## src/rtl/sr_multi_rw_engine_if.sv

```systemverilog
// rtl/sr_multi_rw_engine_if.sv - request, result and serial chain signals of sr_multi_rw_engine
// Optional SR_LOOPBACK_EN adds the loopback request bit.
interface sr_multi_rw_engine_if #(
   parameter int WIDTH     = 170,
   parameter int NCH       = 2,
   parameter int DIV_WIDTH = 6
);
   logic                   start;
   logic [NCH*WIDTH-1:0]   din;
   logic [NCH-1:0]         ch_mask;
   logic [DIV_WIDTH-1:0]   div;
`ifdef SR_LOOPBACK_EN
   logic                   loopback;
`endif
   logic [NCH-1:0]         sr_data_in;
   logic                   sr_clk;
   logic [NCH-1:0]         sr_data_out;
   logic                   sr_load;
   logic                   busy;
   logic                   valid;
   logic [NCH*WIDTH-1:0]   dout;
   logic [NCH-1:0]         mismatch;

`ifdef SR_LOOPBACK_EN
   modport master (
      output start, din, ch_mask, div, loopback, sr_data_in,
      input  sr_clk, sr_data_out, sr_load, busy, valid, dout, mismatch
   );
   modport slave (
      input  start, din, ch_mask, div, loopback, sr_data_in,
      output sr_clk, sr_data_out, sr_load, busy, valid, dout, mismatch
   );
`else
   modport master (
      output start, din, ch_mask, div, sr_data_in,
      input  sr_clk, sr_data_out, sr_load, busy, valid, dout, mismatch
   );
   modport slave (
      input  start, din, ch_mask, div, sr_data_in,
      output sr_clk, sr_data_out, sr_load, busy, valid, dout, mismatch
   );
`endif
endinterface

```

## src/rtl/sr_multi_rw_engine.sv

```systemverilog
// rtl/sr_multi_rw_engine.sv - multi-channel shift-register config writer with readback capture and compare
// Optional SR_LOOPBACK_EN: latched loopback makes each capture sample its own sr_data_out register.
module sr_multi_rw_engine #(
   parameter int WIDTH           = 170,
   parameter int CNT_WIDTH       = 8,
   parameter int DIV_WIDTH       = 6,
   parameter int NCH             = 2,
   parameter int SHIFT_DIRECTION = 1,
   parameter int READ_DELAY      = 0
) (
   input  logic                 clk_in,
   input  logic                 rst_n,
   sr_multi_rw_engine_if.slave  bus
);

   // Half-period counter must reach 2**div - 1 for any div value.
   localparam int HW = 1 << DIV_WIDTH;
   // One spare bit so the rising-edge count can hold WIDTH itself.
   localparam int BW = CNT_WIDTH + 1;
   localparam int DW = 16;
   localparam int FIRST_IDX = (SHIFT_DIRECTION != 0) ? WIDTH - 1 : 0;

   localparam logic [2:0] IDLE  = 3'd0;
   localparam logic [2:0] SHIFT = 3'd1;
   localparam logic [2:0] LOAD  = 3'd2;
   localparam logic [2:0] DELAY = 3'd3;
   localparam logic [2:0] DONE  = 3'd4;

   logic [2:0]             state;
   logic [HW-1:0]          hcnt;
   logic [HW-1:0]          hmask;
   logic                   phase;
   logic [BW-1:0]          bcnt;
   logic [DW-1:0]          dcnt;
   logic [NCH*WIDTH-1:0]   din_l;
   logic [NCH-1:0]         mask_l;
   logic [NCH*WIDTH-1:0]   cap;
   logic [NCH*WIDTH-1:0]   cap_next;
   logic [NCH*WIDTH-1:0]   shadow;
   logic                   armed;
   logic                   sr_clk_r;
   logic [NCH-1:0]         sr_do_r;
   logic                   sr_load_r;
   logic                   busy_r;
   logic                   valid_r;
   logic [NCH*WIDTH-1:0]   dout_r;
   logic [NCH-1:0]         mm_r;
   logic [NCH-1:0]         cap_in;
   logic [NCH-1:0]         first_bits;
   logic [NCH-1:0]         next_bits;
   logic [BW-1:0]          bit_idx;
   logic                   tick;
   logic                   finish;
   logic                   accept;
`ifdef SR_LOOPBACK_EN
   logic                   lb_l;
`endif

   assign bus.sr_clk      = sr_clk_r;
   assign bus.sr_data_out = sr_do_r;
   assign bus.sr_load     = sr_load_r;
   assign bus.busy        = busy_r;
   assign bus.valid       = valid_r;
   assign bus.dout        = dout_r;
   assign bus.mismatch    = mm_r;

   assign accept = (state == IDLE) && bus.start;
   assign tick   = (hcnt == hmask);

   // Last tick of LOAD ends the transaction directly when no read delay is configured.
   assign finish = (tick && phase && (state == LOAD) && (READ_DELAY == 0)) ||
                   (tick && (state == DELAY) && (dcnt == DW'(READ_DELAY - 1)));

   // bcnt counts completed rising edges, so it names the next bit to drive.
   assign bit_idx = (bcnt >= BW'(WIDTH)) ? '0 :
                    (SHIFT_DIRECTION != 0) ? (BW'(WIDTH - 1) - bcnt) : bcnt;

   // Per-channel serial bit selection and capture source.
   always_comb begin
      first_bits = '0;
      next_bits  = '0;
      cap_in     = '0;
      for (int c = 0; c < NCH; c++) begin
         first_bits[c] = bus.ch_mask[c] & bus.din[c*WIDTH + FIRST_IDX];
         next_bits[c]  = mask_l[c] & din_l[c*WIDTH + int'(bit_idx)];
`ifdef SR_LOOPBACK_EN
         cap_in[c]     = lb_l ? sr_do_r[c] : bus.sr_data_in[c];
`else
         cap_in[c]     = bus.sr_data_in[c];
`endif
      end
   end

   // Captured bits fill each word in the same order they were sent, so contents round-trip.
   always_comb begin
      cap_next = cap;
      for (int c = 0; c < NCH; c++) begin
         if (SHIFT_DIRECTION != 0)
            cap_next[c*WIDTH +: WIDTH] = {cap[c*WIDTH +: WIDTH-1], cap_in[c]};
         else
            cap_next[c*WIDTH +: WIDTH] = {cap_in[c], cap[c*WIDTH+1 +: WIDTH-1]};
      end
   end

   // Request latch: din, mask, divider (and loopback) are frozen for the whole transaction.
   always_ff @(posedge clk_in or negedge rst_n) begin
      if (!rst_n) begin
         din_l  <= '0;
         mask_l <= '0;
         hmask  <= '0;
`ifdef SR_LOOPBACK_EN
         lb_l   <= 1'b0;
`endif
      end else if (accept) begin
         din_l  <= bus.din;
         mask_l <= bus.ch_mask;
         hmask  <= (HW'(1) << bus.div) - HW'(1);
`ifdef SR_LOOPBACK_EN
         lb_l   <= bus.loopback;
`endif
      end
   end

   // Half-period timer: free-runs outside IDLE and wraps on every tick.
   always_ff @(posedge clk_in or negedge rst_n) begin
      if (!rst_n)
         hcnt <= '0;
      else if (state == IDLE || tick)
         hcnt <= '0;
      else
         hcnt <= hcnt + HW'(1);
   end

   // Sequencer: serial clock, data, load strobe and busy/valid.
   always_ff @(posedge clk_in or negedge rst_n) begin
      if (!rst_n) begin
         state     <= IDLE;
         phase     <= 1'b0;
         bcnt      <= '0;
         dcnt      <= '0;
         sr_clk_r  <= 1'b0;
         sr_do_r   <= '0;
         sr_load_r <= 1'b0;
         busy_r    <= 1'b0;
         valid_r   <= 1'b0;
      end else begin
         valid_r <= 1'b0;
         case (state)
            IDLE: begin
               if (bus.start) begin
                  state    <= SHIFT;
                  busy_r   <= 1'b1;
                  phase    <= 1'b0;
                  bcnt     <= '0;
                  sr_clk_r <= 1'b0;
                  sr_do_r  <= first_bits;
               end
            end
            SHIFT: begin
               if (tick) begin
                  if (!phase) begin
                     sr_clk_r <= 1'b1;
                     phase    <= 1'b1;
                     bcnt     <= bcnt + BW'(1);
                  end else if (bcnt == BW'(WIDTH)) begin
                     sr_clk_r  <= 1'b0;
                     sr_do_r   <= '0;
                     phase     <= 1'b0;
                     sr_load_r <= 1'b1;
                     state     <= LOAD;
                  end else begin
                     sr_clk_r <= 1'b0;
                     phase    <= 1'b0;
                     sr_do_r  <= next_bits;
                  end
               end
            end
            LOAD: begin
               if (tick) begin
                  if (!phase) begin
                     phase <= 1'b1;
                  end else begin
                     phase     <= 1'b0;
                     sr_load_r <= 1'b0;
                     dcnt      <= '0;
                     if (finish) begin
                        state   <= DONE;
                        valid_r <= 1'b1;
                     end else begin
                        state <= DELAY;
                     end
                  end
               end
            end
            DELAY: begin
               if (finish) begin
                  state   <= DONE;
                  valid_r <= 1'b1;
               end else if (tick) begin
                  dcnt <= dcnt + DW'(1);
               end
            end
            DONE: begin
               state  <= IDLE;
               busy_r <= 1'b0;
            end
            default: state <= IDLE;
         endcase
      end
   end

   // Readback shift register: samples on the cycle where sr_clk rises.
   always_ff @(posedge clk_in or negedge rst_n) begin
      if (!rst_n)
         cap <= '0;
      else if (state == SHIFT && tick && !phase)
         cap <= cap_next;
   end

   // Results: active channels update dout and shadow; masked channels never report a mismatch.
   always_ff @(posedge clk_in or negedge rst_n) begin
      if (!rst_n) begin
         dout_r <= '0;
         mm_r   <= '0;
         shadow <= '0;
         armed  <= 1'b0;
      end else if (finish) begin
         armed <= 1'b1;
         for (int c = 0; c < NCH; c++) begin
            mm_r[c] <= armed & mask_l[c] &
                       (cap[c*WIDTH +: WIDTH] != shadow[c*WIDTH +: WIDTH]);
            if (mask_l[c]) begin
               dout_r[c*WIDTH +: WIDTH] <= cap[c*WIDTH +: WIDTH];
               shadow[c*WIDTH +: WIDTH] <= din_l[c*WIDTH +: WIDTH];
            end
         end
      end
   end

endmodule

```

## src/flat_wrapper.sv

```systemverilog
// flat-port wrapper written by rule: the top's interface ports become plain ports
module sr_multi_rw_engine_flat 
#(
   parameter int WIDTH           = 170,
   parameter int CNT_WIDTH       = 8,
   parameter int DIV_WIDTH       = 6,
   parameter int NCH             = 2,
   parameter int SHIFT_DIRECTION = 1,
   parameter int READ_DELAY      = 0
)
  (clk_in, rst_n, bus_start, bus_din, bus_ch_mask, bus_div, bus_sr_data_in, bus_sr_clk, bus_sr_data_out, bus_sr_load, bus_busy, bus_valid, bus_dout, bus_mismatch);
  sr_multi_rw_engine_if #(.WIDTH(WIDTH), .NCH(NCH), .DIV_WIDTH(DIV_WIDTH)) bus_i ();
  input  logic clk_in;
  input  logic rst_n;
  input wire logic [$bits(bus_i.start)-1:0] bus_start;
  input wire logic [$bits(bus_i.din)-1:0] bus_din;
  input wire logic [$bits(bus_i.ch_mask)-1:0] bus_ch_mask;
  input wire logic [$bits(bus_i.div)-1:0] bus_div;
  input wire logic [$bits(bus_i.sr_data_in)-1:0] bus_sr_data_in;
  output wire logic [$bits(bus_i.sr_clk)-1:0] bus_sr_clk;
  output wire logic [$bits(bus_i.sr_data_out)-1:0] bus_sr_data_out;
  output wire logic [$bits(bus_i.sr_load)-1:0] bus_sr_load;
  output wire logic [$bits(bus_i.busy)-1:0] bus_busy;
  output wire logic [$bits(bus_i.valid)-1:0] bus_valid;
  output wire logic [$bits(bus_i.dout)-1:0] bus_dout;
  output wire logic [$bits(bus_i.mismatch)-1:0] bus_mismatch;
  assign bus_i.start = bus_start;
  assign bus_i.din = bus_din;
  assign bus_i.ch_mask = bus_ch_mask;
  assign bus_i.div = bus_div;
  assign bus_i.sr_data_in = bus_sr_data_in;
  assign bus_sr_clk = bus_i.sr_clk;
  assign bus_sr_data_out = bus_i.sr_data_out;
  assign bus_sr_load = bus_i.sr_load;
  assign bus_busy = bus_i.busy;
  assign bus_valid = bus_i.valid;
  assign bus_dout = bus_i.dout;
  assign bus_mismatch = bus_i.mismatch;
  sr_multi_rw_engine #(.WIDTH(WIDTH), .CNT_WIDTH(CNT_WIDTH), .DIV_WIDTH(DIV_WIDTH), .NCH(NCH), .SHIFT_DIRECTION(SHIFT_DIRECTION), .READ_DELAY(READ_DELAY)) u_core (.clk_in(clk_in), .rst_n(rst_n), .bus(bus_i));
endmodule
```

## config.mk

```make
export PLATFORM = sky130hd
export DESIGN_NAME = sr_multi_rw_engine_flat
export DESIGN_NICKNAME = d
export VERILOG_FILES = /design/src/rtl/sr_multi_rw_engine_if.sv /design/src/rtl/sr_multi_rw_engine.sv /design/src/flat_wrapper.sv
export SDC_FILE = /design/constraint.sdc
export NUM_CORES = 2
export LEC_CHECK = 0
export BUFFER_PORTS_ARGS = -buffer_cell sky130_fd_sc_hd__buf_2
export CAP_MARGIN = 10
export CORE_MARGIN = 8
export CORE_UTILIZATION = 30
export CTS_BUF_LIST = sky130_fd_sc_hd__clkbuf_8
export DETAILED_ROUTE_END_ITERATION = 12
export PLACE_DENSITY_LB_ADDON = 0.15
export SYNTH_ARGS = -nofsm -noshare
export SYNTH_HDL_FRONTEND = slang
export SYNTH_SLANG_ARGS = --single-unit
```

## constraint.sdc

```tcl
create_clock -name clk_in -period 4.8 [get_ports clk_in]
set_input_delay 0 -clock clk_in [delete_from_list [all_inputs] [get_ports clk_in]]
set_output_delay 0 -clock clk_in [all_outputs]
set_load 0.1 [all_outputs]
```

==> impl_metrics.json <==
{
  "grt.total_usage_pct": 23.79,
  "die_h_um": 492.3,
  "antenna_found_initial": 34,
  "synth.area.top_cells": "dfrtp_1 56%, mux2_2 17%, nand2_1 7.3%, xor2_1 3.1%, xnor2_1 2.8%",
  "clk_pin_slew_ns": 0.06,
  "totalWireLength_um": 296100,
  "ys_seq_elements": 1528,
  "dpl.cell_count": 9389,
  "start_kind": "flip-flop",
  "crit_slowest_cell": "xor2_4",
  "h-tree-depth": 5,
  "dieArea_sq_mm": 0.2423,
  "status": "completed",
  "post-cts-setup-buffer-count": 0,
  "yosysWarningCount": 0,
  "mappedNetlistNets": 6294,
  "path_max_fanout": 21,
  "syn_avg_cell_area_sq_um": 11.47,
  "finalHoldViolCount": 0,
  "end_kind": "flip-flop",
  "final_net_count": 7967,
  "grt_pass1_vias": 55720,
  "rsz0062_at_grt": "no",
  "place.gp.congestion": 0.8950,
  "syn_inst": 5933,
  "netlist_top_cells_count": "1,528 x dfrtp_1, 1,317 x nand2_1, 1,012 x mux2_2",
  "maxSlewHeadroom_pct": 15.80,
  "period_needed_ns": 4.283,
  "io_buffers": 700,
  "clock_path_buffers": 4,
  "cp_top_family": "compound AO/OA/AOI/OAI gates",
  "overflow": 0,
  "die_w_um": 492.3,
  "cts_sinks": 1528,
  "arrival_ns": 5.23,
  "drive_above_1_share_pct": 29.19,
  "drv_cap": 0,
  "dpl_cell_area_sq_mm": 0.07501,
  "slew_viol_final": 0,
  "finalSetupViolCount": 0,
  "dr.pass1.iters": 5,
  "vias": 54020,
  "hold_class": "input port to flip-flop",
  "cts-root-buf": "clkbuf_8",
  "vdd_drop_max_mv": 0.2775,
  "design.core.area_sq_mm": 0.2264,
  "worst_pin_slew_ns": 1.263,
  "synth_enable_flop_cells": 0,
  "start_util_pct": 30.05,
  "drt_iter0_markers": 4255,
  "yosys.area.top_type": "dfrtp_1",
  "ys.flop_type": "dfrtp_1",
  "area_delta_synth_final_pct": 32.79,
  "drc": 0,
  "synthesis.area_sq_mm": 0.06804,
  "synth_seq_area_share_pct": 56.19,
  "grt_max_degree": 188,
  "top_level_ports": 701,
  "routed_via_density": 4.980,
  "cts_buffers": 304,
  "hold-worst-slack_ns": 0.1519,
  "ant_nets": 0,
  "fmax_mhz": 233.5,
  "post_drt_wl_per_cell_um": 27.30,
  "yosysMostFrequentCell": "dfrtp_1",
  "async_reset_ff_share_pct": 100.0,
  "hpwl_um": 212200,
  "clk_latency_ns": 1.06,
  "grt_first_pass_wirelength_um": 420600,
  "synth.top_cell.area_share_pct": 56.19,
  "total_power_uw": 28280,
  "final_cells": 10850,
  "skew_ns": 0.08032,
  "worst-path-buf-inv": 2,
  "max_stage_delay_ns": 0.65,
  "cp_cell_sequence": "inv_1 -> ha_2 -> nor2b_1 -> o31ai_4 -> buf_4 -> and3_2 -> ha_4 -> xor2_4 -> nand2_1 -> a211oi_1 -> nor3_1 -> a21o_1 -> o211ai_1 -> o2111ai_1 -> o21ai_1",
  "tns_ns": 0,
  "powerDensity_mw_per_mm2": 313.0,
  "cts_tree": "built",
  "cp.required_ns": 5.75,
  "synthDistinctLibCells": 93,
  "critPathKind": "flip-flop to flip-flop",
  "row_count": 175,
  "period_share_pct": 89.24,
  "p_leak_uw": 0.04594,
  "design_area_sq_mm": 0.09036
}
[report_power, final]
group          internal [uW]  total, uW  switching [uW]
Combinational            705       1430             728
Clock                   7590      13500            5890
Sequential             13100      13400             304
Total                  21400      28300            6920
[layer usage]
layer | wire length [um] | GRT usage, % | vias up
li1 | - | - | 23850
met5 | 55 | 0 | -
met3 | 19100 | 5.287 | 488
met1 | 134100 | 33.03 | 27850
met4 | 11410 | 8.645 | 8
met2 | 131400 | 36.47 | 1822
[timing repair]
action / in CTS / in global routing
setup endpoints to repair: 0 / 0
resized for setup: 0 / 0
hold buffers: 920 / 0
hold endpoints to repair: 1939 / 0
[through the flow]
step	util [%]	worst slack [ns]
4_1_cts	39.88	0.4776
6_report	39.91	0.5165
5_1_grt	39.90	0.1423
2_1_floorplan	-	0.6076
3_5_place_dp	33.13	0.5091
3_3_place_gp	33.13	0.6264
[worst reg2reg max path, delay by kind of cell, from the launching register on]
kind | cells | cell delay [ns]
AOI/OAI and AO/OA | 6 | 1.16
adders and majority gates | 2 | 0.41
and+or+nand+nor | 4 | 1.12
buffers and inverters | 2 | 0.35
DFF | 1 | 0.52
xor gates and xnor gates | 1 | 0.65
[final timing paths]
path	startpoint	endpoint	slack [ns]	cells past startpoint
min reg2reg	u_core.bus.dout[183]	u_core.bus.dout[183]	0.48	2
max in group asynchronous	rst_n	u_core.shadow[248]	3.52	4
min	bus_div[2]	u_core.hmask[3]	0.15	4
max	u_core.bcnt[2]	u_core.bus.sr_data_out[1]	0.52	15
max reg2reg	u_core.bcnt[2]	u_core.bus.sr_data_out[1]	0.52	15
min in group asynchronous	rst_n	u_core.din_l[310]	0.44	4
[registers in the layout (all words and copies together), names as in the netlist, 2 cells and up]
signal	cells
u_core.hcnt	64
u_core.shadow	340
u_core.state	3
u_core.mask_l	2
u_core.bcnt	9
u_core.bus.dout	340
u_core.cap	340
u_core.bus.sr_data_out	2
u_core.din_l	340
u_core.hmask	64
u_core.bus.mismatch	2
u_core.dcnt	16
[logic make-up (layout without fill, tap and decap cells)]
kind of cell / after synthesis / in the layout / synth area share (%)
AND/OR/NAND/NOR: 1892 / 1892 / 11.81
flip-flops: 1528 / 1528 / 56.19
multiplexers: 1097 / 1097 / 18.15
AO/OA/AOI/OAI: 555 / 555 / 5.364
XOR/XNOR: 462 / 462 / 5.969
buffers and inverters: 391 / 2268 / 2.370
adder cells (fa/ha/maj): 8 / 8 / 0.1471
other: 0 / 28 / 0
[layout by cell type, fill, tap and decap left out, types with 10 or more instances in the layout]
cell / netlist / final
nand3_1: 91 / 90
o211ai_1: 15 / 15
a221oi_1: 13 / 13
diode_2: 0 / 28
a211oi_1: 29 / 29
nor4_1: 66 / 66
a31oi_1: 27 / 27
mux2_2: 1012 / 1012
clkbuf_8: 0 / 389
clkinv_2: 0 / 26
nand2_1: 1317 / 1312
o22ai_1: 38 / 38
and3_1: 35 / 34
nand2b_1: 12 / 12
nor2_1: 177 / 170
nand4_1: 90 / 90
nor2b_1: 10 / 10
dfrtp_1: 1528 / 1526
o2bb2ai_1: 10 / 10
o221ai_1: 36 / 36
buf_2: 49 / 699
and2_1: 10 / 10
nor3_1: 27 / 26
a22oi_1: 12 / 12
xnor2_1: 218 / 217
mux2i_1: 77 / 77
or3_1: 23 / 21
o21ai_0: 174 / 174
inv_1: 61 / 142
a21oi_1: 91 / 91
dlygate4sd3_1: 0 / 919
xor2_1: 242 / 242
a2bb2oi_1: 12 / 12
buf_4: 5 / 50
buf_12: 1 / 27
[final cells by class]
class	count	area, sq um
multi-input cells	4014	28350
diodes	28	70.07
clock buffers	389	5354
repair buffers	1696	13640
fillers	22100	136000
inverters	62	234.0
well taps	3009	3765
clock inverters	121	694.4
flip-flops and latches	1528	38240
No activity file was read; power rests on OpenSTA's default activity.
